`src/rtl/gate_bist_ctrl_pkg.sv`:
```
// Shared definitions for the gate BIST controller: FSM state encoding and
// truth tables of the common two-input gates.
package gate_bist_ctrl_pkg;

    typedef enum logic [1:0] {
        ST_IDLE   = 2'd0,
        ST_SETTLE = 2'd1,
        ST_SAMPLE = 2'd2,
        ST_DONE   = 2'd3
    } state_t;

    // Bit k is the gate output for input vector k (in1 = MSB of k).
    localparam logic [3:0] TT_NAND2 = 4'b0111;
    localparam logic [3:0] TT_NOR2  = 4'b0001;
    localparam logic [3:0] TT_AND2  = 4'b1000;
    localparam logic [3:0] TT_OR2   = 4'b1110;
    localparam logic [3:0] TT_XOR2  = 4'b0110;

endpackage

```
`src/rtl/bist_settle_cnt.sv`:
```
// Settle-time counter: counts enabled cycles from zero and flags the last
// settle cycle on tc; clr restarts the count for the next vector.
module bist_settle_cnt #(
    parameter int unsigned SETTLE_CYC = 2
) (
    input  logic clk,
    input  logic rst,
    input  logic clr,
    input  logic en,
    output logic tc
);

    localparam int unsigned W = (SETTLE_CYC > 1) ? $clog2(SETTLE_CYC) : 1;
    localparam logic [W-1:0] LAST = W'(SETTLE_CYC - 1);

    logic [W-1:0] cnt;

    always_ff @(posedge clk or posedge rst) begin
        if (rst) begin
            cnt <= '0;
        end else if (clr) begin
            cnt <= '0;
        end else if (en) begin
            cnt <= cnt + 1'b1;
        end
    end

    assign tc = (cnt == LAST);

endmodule

```
`src/rtl/gate_bist_ctrl.sv`:
```
// Hardware self-test front end for a small combinational gate: walks every
// input vector, samples the gate after a settle time and logs mismatches.
//
// state  | meaning
// IDLE   | waiting for start after reset
// SETTLE | vector applied, waiting SETTLE_CYC cycles for the gate to settle
// SAMPLE | compare gate output to TRUTH, then advance or finish
// DONE   | results held; start launches a fresh run
module gate_bist_ctrl
    import gate_bist_ctrl_pkg::*;
#(
    parameter int unsigned N_IN       = 2,
    parameter int unsigned SETTLE_CYC = 2,
    parameter logic [2**N_IN-1:0] TRUTH = TT_NAND2
) (
    input  logic                clk,
    input  logic                rst,
    input  logic                start,
    output logic [N_IN-1:0]     dut_in,
    input  logic                dut_out,
    output logic                busy,
    output logic                done,
    output logic                pass,
    output logic [N_IN:0]       fail_cnt,
    output logic [N_IN-1:0]     first_fail_vec,
    output logic [2**N_IN-1:0]  mismatch_map
);

    localparam logic [N_IN-1:0] LAST_VEC = {N_IN{1'b1}};

    state_t state, state_next;
    logic   launch;
    logic   cnt_clr;
    logic   cnt_en;
    logic   settle_tc;
    logic   mismatch;

    bist_settle_cnt #(.SETTLE_CYC(SETTLE_CYC)) u_settle_cnt (
        .clk (clk),
        .rst (rst),
        .clr (cnt_clr),
        .en  (cnt_en),
        .tc  (settle_tc)
    );

    always_ff @(posedge clk or posedge rst) begin
        if (rst) begin
            state <= ST_IDLE;
        end else begin
            state <= state_next;
        end
    end

    always_comb begin
        state_next = state;
        launch     = 1'b0;
        cnt_clr    = 1'b0;
        cnt_en     = 1'b0;
        case (state)
            ST_IDLE, ST_DONE: begin
                if (start) begin
                    launch     = 1'b1;
                    cnt_clr    = 1'b1;
                    state_next = ST_SETTLE;
                end
            end
            ST_SETTLE: begin
                cnt_en = 1'b1;
                if (settle_tc) begin
                    state_next = ST_SAMPLE;
                end
            end
            ST_SAMPLE: begin
                if (dut_in == LAST_VEC) begin
                    state_next = ST_DONE;
                end else begin
                    cnt_clr    = 1'b1;
                    state_next = ST_SETTLE;
                end
            end
            default: state_next = ST_IDLE;
        endcase
    end

    // Case inequality so a floating (X/Z) gate output is flagged as a failure.
    assign mismatch = (dut_out !== TRUTH[dut_in]);

    always_ff @(posedge clk or posedge rst) begin
        if (rst) begin
            dut_in         <= '0;
            fail_cnt       <= '0;
            first_fail_vec <= '0;
            mismatch_map   <= '0;
        end else if (launch) begin
            dut_in         <= '0;
            fail_cnt       <= '0;
            first_fail_vec <= '0;
            mismatch_map   <= '0;
        end else if (state == ST_SAMPLE) begin
            if (mismatch) begin
                mismatch_map[dut_in] <= 1'b1;
                fail_cnt             <= fail_cnt + 1'b1;
                if (fail_cnt == '0) begin
                    first_fail_vec <= dut_in;
                end
            end
            if (dut_in != LAST_VEC) begin
                dut_in <= dut_in + 1'b1;
            end
        end
    end

    assign busy = (state == ST_SETTLE) || (state == ST_SAMPLE);
    assign done = (state == ST_DONE);
    assign pass = done && (fail_cnt == '0);

endmodule

```
`config.mk`:
```
export PLATFORM = sky130hd
export DESIGN_NAME = gate_bist_ctrl
export DESIGN_NICKNAME = d
export VERILOG_FILES = /design/src/rtl/gate_bist_ctrl_pkg.sv /design/src/rtl/bist_settle_cnt.sv /design/src/rtl/gate_bist_ctrl.sv
export SDC_FILE = /design/constraint.sdc
export NUM_CORES = 1
export LEC_CHECK = 0
export ABC_AREA = 1
export BUFFER_PORTS_ARGS = -buffer_cell sky130_fd_sc_hd__buf_4
export CORE_MARGIN = 2
export CORE_UTILIZATION = 40
export DETAILED_ROUTE_END_ITERATION = 10
export HOLD_SLACK_MARGIN = 0.03
export SLEW_MARGIN = 30
export SYNTH_ARGS = -nofsm -noshare
export SYNTH_HDL_FRONTEND = slang
export SYNTH_SLANG_ARGS = --single-unit
```
`constraint.sdc`:
```
create_clock -name clk -period 1.7 [get_ports clk]
set_input_delay 0.51 -clock clk [delete_from_list [all_inputs] [get_ports clk]]
set_output_delay 0.51 -clock clk [all_outputs]
set_load 0.005 [all_outputs]
```
**Word-level counts from Yosys, hierarchy flattened**

Cells that the tools add are included.

- Muxes and demuxes: 28
- Bitwise logic cells: 1
- Reductions and logical operators: 15
- Equality and inequality tests: 8
- $add $sub $neg: 3
- Order comparisons: 2

Operator list:

| kind | number |
|---|---|
| 2-bit 2-to-1 mux | 10 |
| 4-bit 2-to-1 mux | 3 |
| 2-bit nonzero test | 5 |
| 3-bit 2-to-1 mux | 3 |
| 1-bit 2-to-1 mux | 8 |
| 2-bit equality test, second input constant | 3 |
| 2-bit one-hot mux with 3 select lines | 1 |
| 2-bit AND reduction | 3 |
| 2-bit != test, second input constant | 2 |
| 4-bit OR | 1 |
| 3-bit by 1-bit adder with 3-bit output, second input constant | 1 |
| 3-bit zero test | 1 |
| 2-bit by 3-bit less-than comparator with 1-bit output, second input constant | 1 |
| 3-bit AND reduction | 1 |
| 2-bit by 1-bit adder with 2-bit output, second input constant | 1 |
| 1-bit binary-select mux with 2-bit select | 1 |
| 1-bit demux with 2-bit select | 1 |
| 2-bit by 1-bit equality test with 1-bit output, second input constant | 1 |
| 2-bit by 1-bit >= comparator with 1-bit output, second input constant | 1 |
| 1-bit logical AND | 2 |
| 2-bit zero test | 1 |
| 2-bit by 1-bit != test with 1-bit output, second input constant | 1 |
| 1-bit one-hot mux with 2 select lines | 1 |
| 2-bit OR reduction | 1 |
| 3 further kinds | 3 |

- Input bits: 4
- Word-level logic and storage cells: 63
- Output and inout bits: 14
- Flip-flop bits (word level): 14

**Depth between registers and ports, before layout**

- Depth in word-level cells: 8
- Depth in mapped cells: 8
- Depth with buffers taken out: 7

**Modules after synthesis**

A second synthesis with hierarchy kept.

- Cell total of the unflattened synthesis: 106
- Area total of the unflattened synthesis: 900.9 sq um

Modules (own cells, without submodules):

| module | cells an instance | sequential area each (sq um) | area each (sq um) | times used |
|---|---|---|---|---|
| gate_bist_ctrl | 99 | 325.3 | 853.3 | 1 |
| bist_settle_cnt | 7 | 25.0 | 47.5 | 1 |

**Worst setup path before layout**

No wires, ideal clock.

- Kind: reg2out
- Start: register state[0]
- End: output busy
- Path buffers: 0
- Data required time: 1.190 ns
- Arrival: 0.856 ns
- Slack: 0.334 ns
- Stages on the path, launching flop included: 4
- Path through: dfrtp_1 -> inv_1 -> ha_1 -> inv_1

- Cells in the longest elaborated chain, start to end: 2
- Elaborated cells between the ends (all ways): 3
- Those cells by class: 2 x eq/ne; 1 x reduce/logical

RTL lines:

| item | line | RTL |
|---|---|---|
| start, declared | gate_bist_ctrl.sv:31 | `state_t state, state_next;` |
| start signal, assigned | gate_bist_ctrl.sv:50 | `state <= state_next;` |
| 2-bit by 1-bit equality test with 1-bit output or 2-bit equality test (tied branches) | gate_bist_ctrl.sv:113 | `assign busy = (state == ST_SETTLE) \|\| (state == ST_SAMPLE);` |
| 1-bit logical OR (*) | gate_bist_ctrl.sv:113 |  |
| end, declared | gate_bist_ctrl.sv:21 | `output logic busy,` |

Every way passes the cells marked *; elsewhere a longest branch is shown, timed or not.

**Worst setup path after layout**

- Start: register state[1]
- End: output busy

Same word-level chain as after synthesis.

==> results by group <==
Floorplanning
  – IO Pins: 18
  – Die H: between 50 and 60 um
  – Die ar.: approximately 0.0025 mm^2
  – Die Wd: between 50 and 60 um
  – Site Rows: 16
  – Core Region: around 0.0020 mm^2
  – Initial Util: a little over two fifths

Detailed routing
  – Via count: ~730
  – Final ANT Viol Nets: 0
  – DR DRC count: 0
  – Detailed router's first-iteration violation count: 7
  – DRT Pass-1 Iters: 4
  – Via density: around 4.7
  – WL/cell: around 11 um
  – Final wirelength: between 1.5 and 2 mm

GRT
  – Antenna violations before repair: 0
  – Met3 Use GR: under 10%
  – GRT busiest layer: met2
  – GR Overflow Total: 0
  – Largest net degree at the start of global routing: 15
  – Global routing usage on met1: between 10% and 20%
  – Gr usage total: 15.2%
  – Number of global-route vias before repair: around 700
  – M2 GR Usage: 25.0%
  – First-pass GRT wire length: 2.91 mm

Synth
  – Syn_area_per_cell: about 8.6 um^2
  – Distinct cells, synth: 21
  – Ys Warns: 0
  – Seq/Total Area, Yosys: roughly 41%
  – Mapped Area: about 850 um^2
  – Synthesized flop and latch total: 14
  – Gate Count Post-Synth: approximately 100
  – Net Count, Synth: between 100 and 150

CTS
  – # clock sinks: 14
  – H-tree Lvls: 1
  – Clock transition at path regs: 0.09 ns
  – Clock Latency Late Sink: 0.28 ns
  – Clk buf depth: 2
  – Hold buffer count at cts: 0
  – CTS Buf Count: 3
  – Root Driver: clkbuf_4
  – CTS tree: yes

Power and ir drop
  – Sw frac: between 30% and 40%
  – P_int: around 1.1 mW
  – Clock power frac: ~13%
  – Maximum VDD drop: approximately 0.00097 V
  – Net Sw Power: about 750 uW
  – Comb pwr share: between 50% and 60%
  – Part of the power in registers: approximately 28%
  – Pwr Total: around 1.9 mW
  – PwrDens: around 1600 mW/mm^2
  – Leak: just over 0.6 nW

Place
  – Cell Count Post-Placement: approximately 140
  – Port Buffer Count: 17
  – HPWL after DPL: 1.25 mm
  – GPL Wtd Cong: 0.816

STA
  – Part of the cycle the worst path needs: between 90% and 100%
  – Setup Viol. Count Final: 0
  – Relative slew margins: approximately 63%
  – Slew of the pin with the lowest slew margin: 0.549 ns
  – Crit path time final: between 1.5 and 2 ns
  – Unrepaired setup endpoints after global routing: true
  – Final hold vios: 0
  – Max Clk Rate: around 590 MHz
  – Slew Viols, Final: 0
  – Worst-case clock skew: ~0.005 ns

Worst hold path
  – Worst Hold Class: input port to async pin

Critical path
  – Startpoint types: register
  – Critical path's top delay family: flip-flops
  – WS Path Type: register to primary output
  – Required time of the worst setup path: 1.19 ns
  – Critical-path top delay cell: dfrtp_2
  – Crit path cell chain: ha_4 > inv_2 > buf_6
  – Buffer and inverter count on the worst path: 2
  – Crit path largest cell delay: between 0.4 and 0.5 ns
  – Worst Path Arrival: between 1 and 1.5 ns
  – Critical Path End Type: primary output
  – CP Max Fanout: 4

Status
  – Outcome: finished clean

Finish
  – N_diodes: 0
  – Synth-to-Final Area Change: 35.5%
  – Filler cell count: roughly 180
  – Nets: roughly 140
  – Ratio of cells with drive above 1 in the final layout: approximately 37%
  – Non-filler cells in the finished layout: about 160

Job
  – Max-Cap Viols: 0
-- power groups by stage --
stage / combinational [mW] / sequential, mW / clock, mW
2_1_floorplan: 0.562 / 0.543 / 0
3_3_place_gp: 0.850 / 0.544 / 0
3_5_place_dp: 0.866 / 0.547 / 0
4_1_cts: 1.11 / 0.539 / 0.248
5_1_grt: 1.26 / 0.559 / 0.273
6_report: 1.12 / 0.539 / 0.238
-- metal layers --
metal  share of wire (%)  up-vias
met5                   0        -
met1                  47      335
met2                  47       13
li1                    -      376
met4                0.92        0
met3                 4.8        2
-- final timing paths --
kind / from / end / slack (ns) / depth (start not counted)
min in group clk: first_fail_vec[0]$_DFFE_PP0P_ / first_fail_vec[0]$_DFFE_PP0P_ / 0.48 / 2
hold / removal: rst / state[0]$_DFFE_PP0P_ / 0.27 / 2
hold reg to reg: first_fail_vec[0]$_DFFE_PP0P_ / first_fail_vec[0]$_DFFE_PP0P_ / 0.48 / 2
setup / recovery: state[1]$_DFFE_PP0P_ / busy / 0.01 / 3
max in group asynchronous: rst / state[1]$_DFFE_PP0P_ / 1.04 / 2
setup reg to reg: state[1]$_DFFE_PP0P_ / first_fail_vec[1]$_DFFE_PP0P_ / 0.16 / 8
-- area by class of cell --
cell class                 instances  area (um^2)  share of cell area, %
tap                               27         33.8                   2.93
clock buffer                       4         36.3                   3.14
sequential                        14          352                   30.4
inverter                          18         67.6                   5.85
multi-input combinational         65          455                   39.4
timing repair buffer              27          210                   18.2
-- repair_timing --
item / CTS / global route
pin swaps: 3 / 2
buffers inserted: 7 / 1
cloned: 0 / 0
endpoints found under the setup margin: 2 / 2
endpoints found under the hold margin: 0 / 0
resized for setup: 12 / 1
-- cells in the final DEF, fill, tap and decap left out --
master / Yosys / final
a211oi_2: 1 / 1
a21oi_1: 7 / 7
buf_4: 1 / 25
buf_6: 1 / 2
clkbuf_4: 0 / 3
clkbuf_8: 0 / 1
dfrtp_1: 14 / 13
dfrtp_2: 0 / 1
ha_1: 10 / 7
ha_4: 0 / 3
inv_1: 17 / 13
inv_2: 1 / 5
nand2_1: 19 / 18
nand2_2: 2 / 3
nand2_4: 1 / 1
nand3_1: 3 / 3
nand3_2: 2 / 2
nand3b_1: 1 / 1
nand4_1: 7 / 7
nor2_1: 4 / 4
nor3_1: 1 / 1
o21a_1: 1 / 1
o21ai_0: 3 / 3
o21ai_1: 2 / 2
xor2_1: 1 / 1
-- synthesized netlist by cell type --
cell type,number,area [um^2]
nand2_2,2,12.5
nand2_4,1,11.3
o21ai_0,3,15.0
a21oi_1,7,35.0
nand3b_1,1,7.51
buf_6,1,11.3
nand3_2,2,20.0
nor3_1,1,5.00
nor2_1,4,15.0
nand3_1,3,15.0
dfrtp_1,14,350
nand2_1,19,71.3
inv_1,17,63.8
xor2_1,1,8.76
inv_2,1,3.75
a211oi_2,1,12.5
ha_1,10,125
o21a_1,1,7.51
o21ai_1,2,10.0
buf_4,1,7.51
nand4_1,7,43.8
-- sequential cells by signal, indices dropped and copies added, names as in the netlist --
name,flops
dut_in,2
fail_cnt,3
first_fail_vec,2
mismatch_map,4
state,2
u_settle_cnt.tc,1
-- worst register-to-register path, stage by stage (launching register included) --
cell	delay [ns]
dfrtp_2	0.47
ha_4	0.28
buf_4	0.11
nand2_1	0.12
buf_4	0.20
nand2_4	0.07
nand3_2	0.08
nand2_1	0.07
nand2_1	0.04
-- per-stage QoR --
step	util [%]	setup TNS, ns	worst slack (ns)	hold slack (ns)	area [um^2]
2_1_floorplan	-	0	0.334	0.399	852
3_3_place_gp	50.9	0	0.197	0.462	1010
3_5_place_dp	50.9	0	0.165	0.462	1010
4_1_cts	57.9	0	0.00554	0.280	1150
5_1_grt	58.3	-0.0798	-0.0417	0.306	1150
6_report	58.3	0	0.0141	0.269	1150
-- cells by family after synthesis --
group           synth area share (%)
fa+ha+maj                       14.7
compound gates                  9.40
flops                           41.1
buf+inv                         10.1
xor+xnor                        1.03
simple gates                    23.6
No activity file was read; power rests on OpenSTA's default activity.
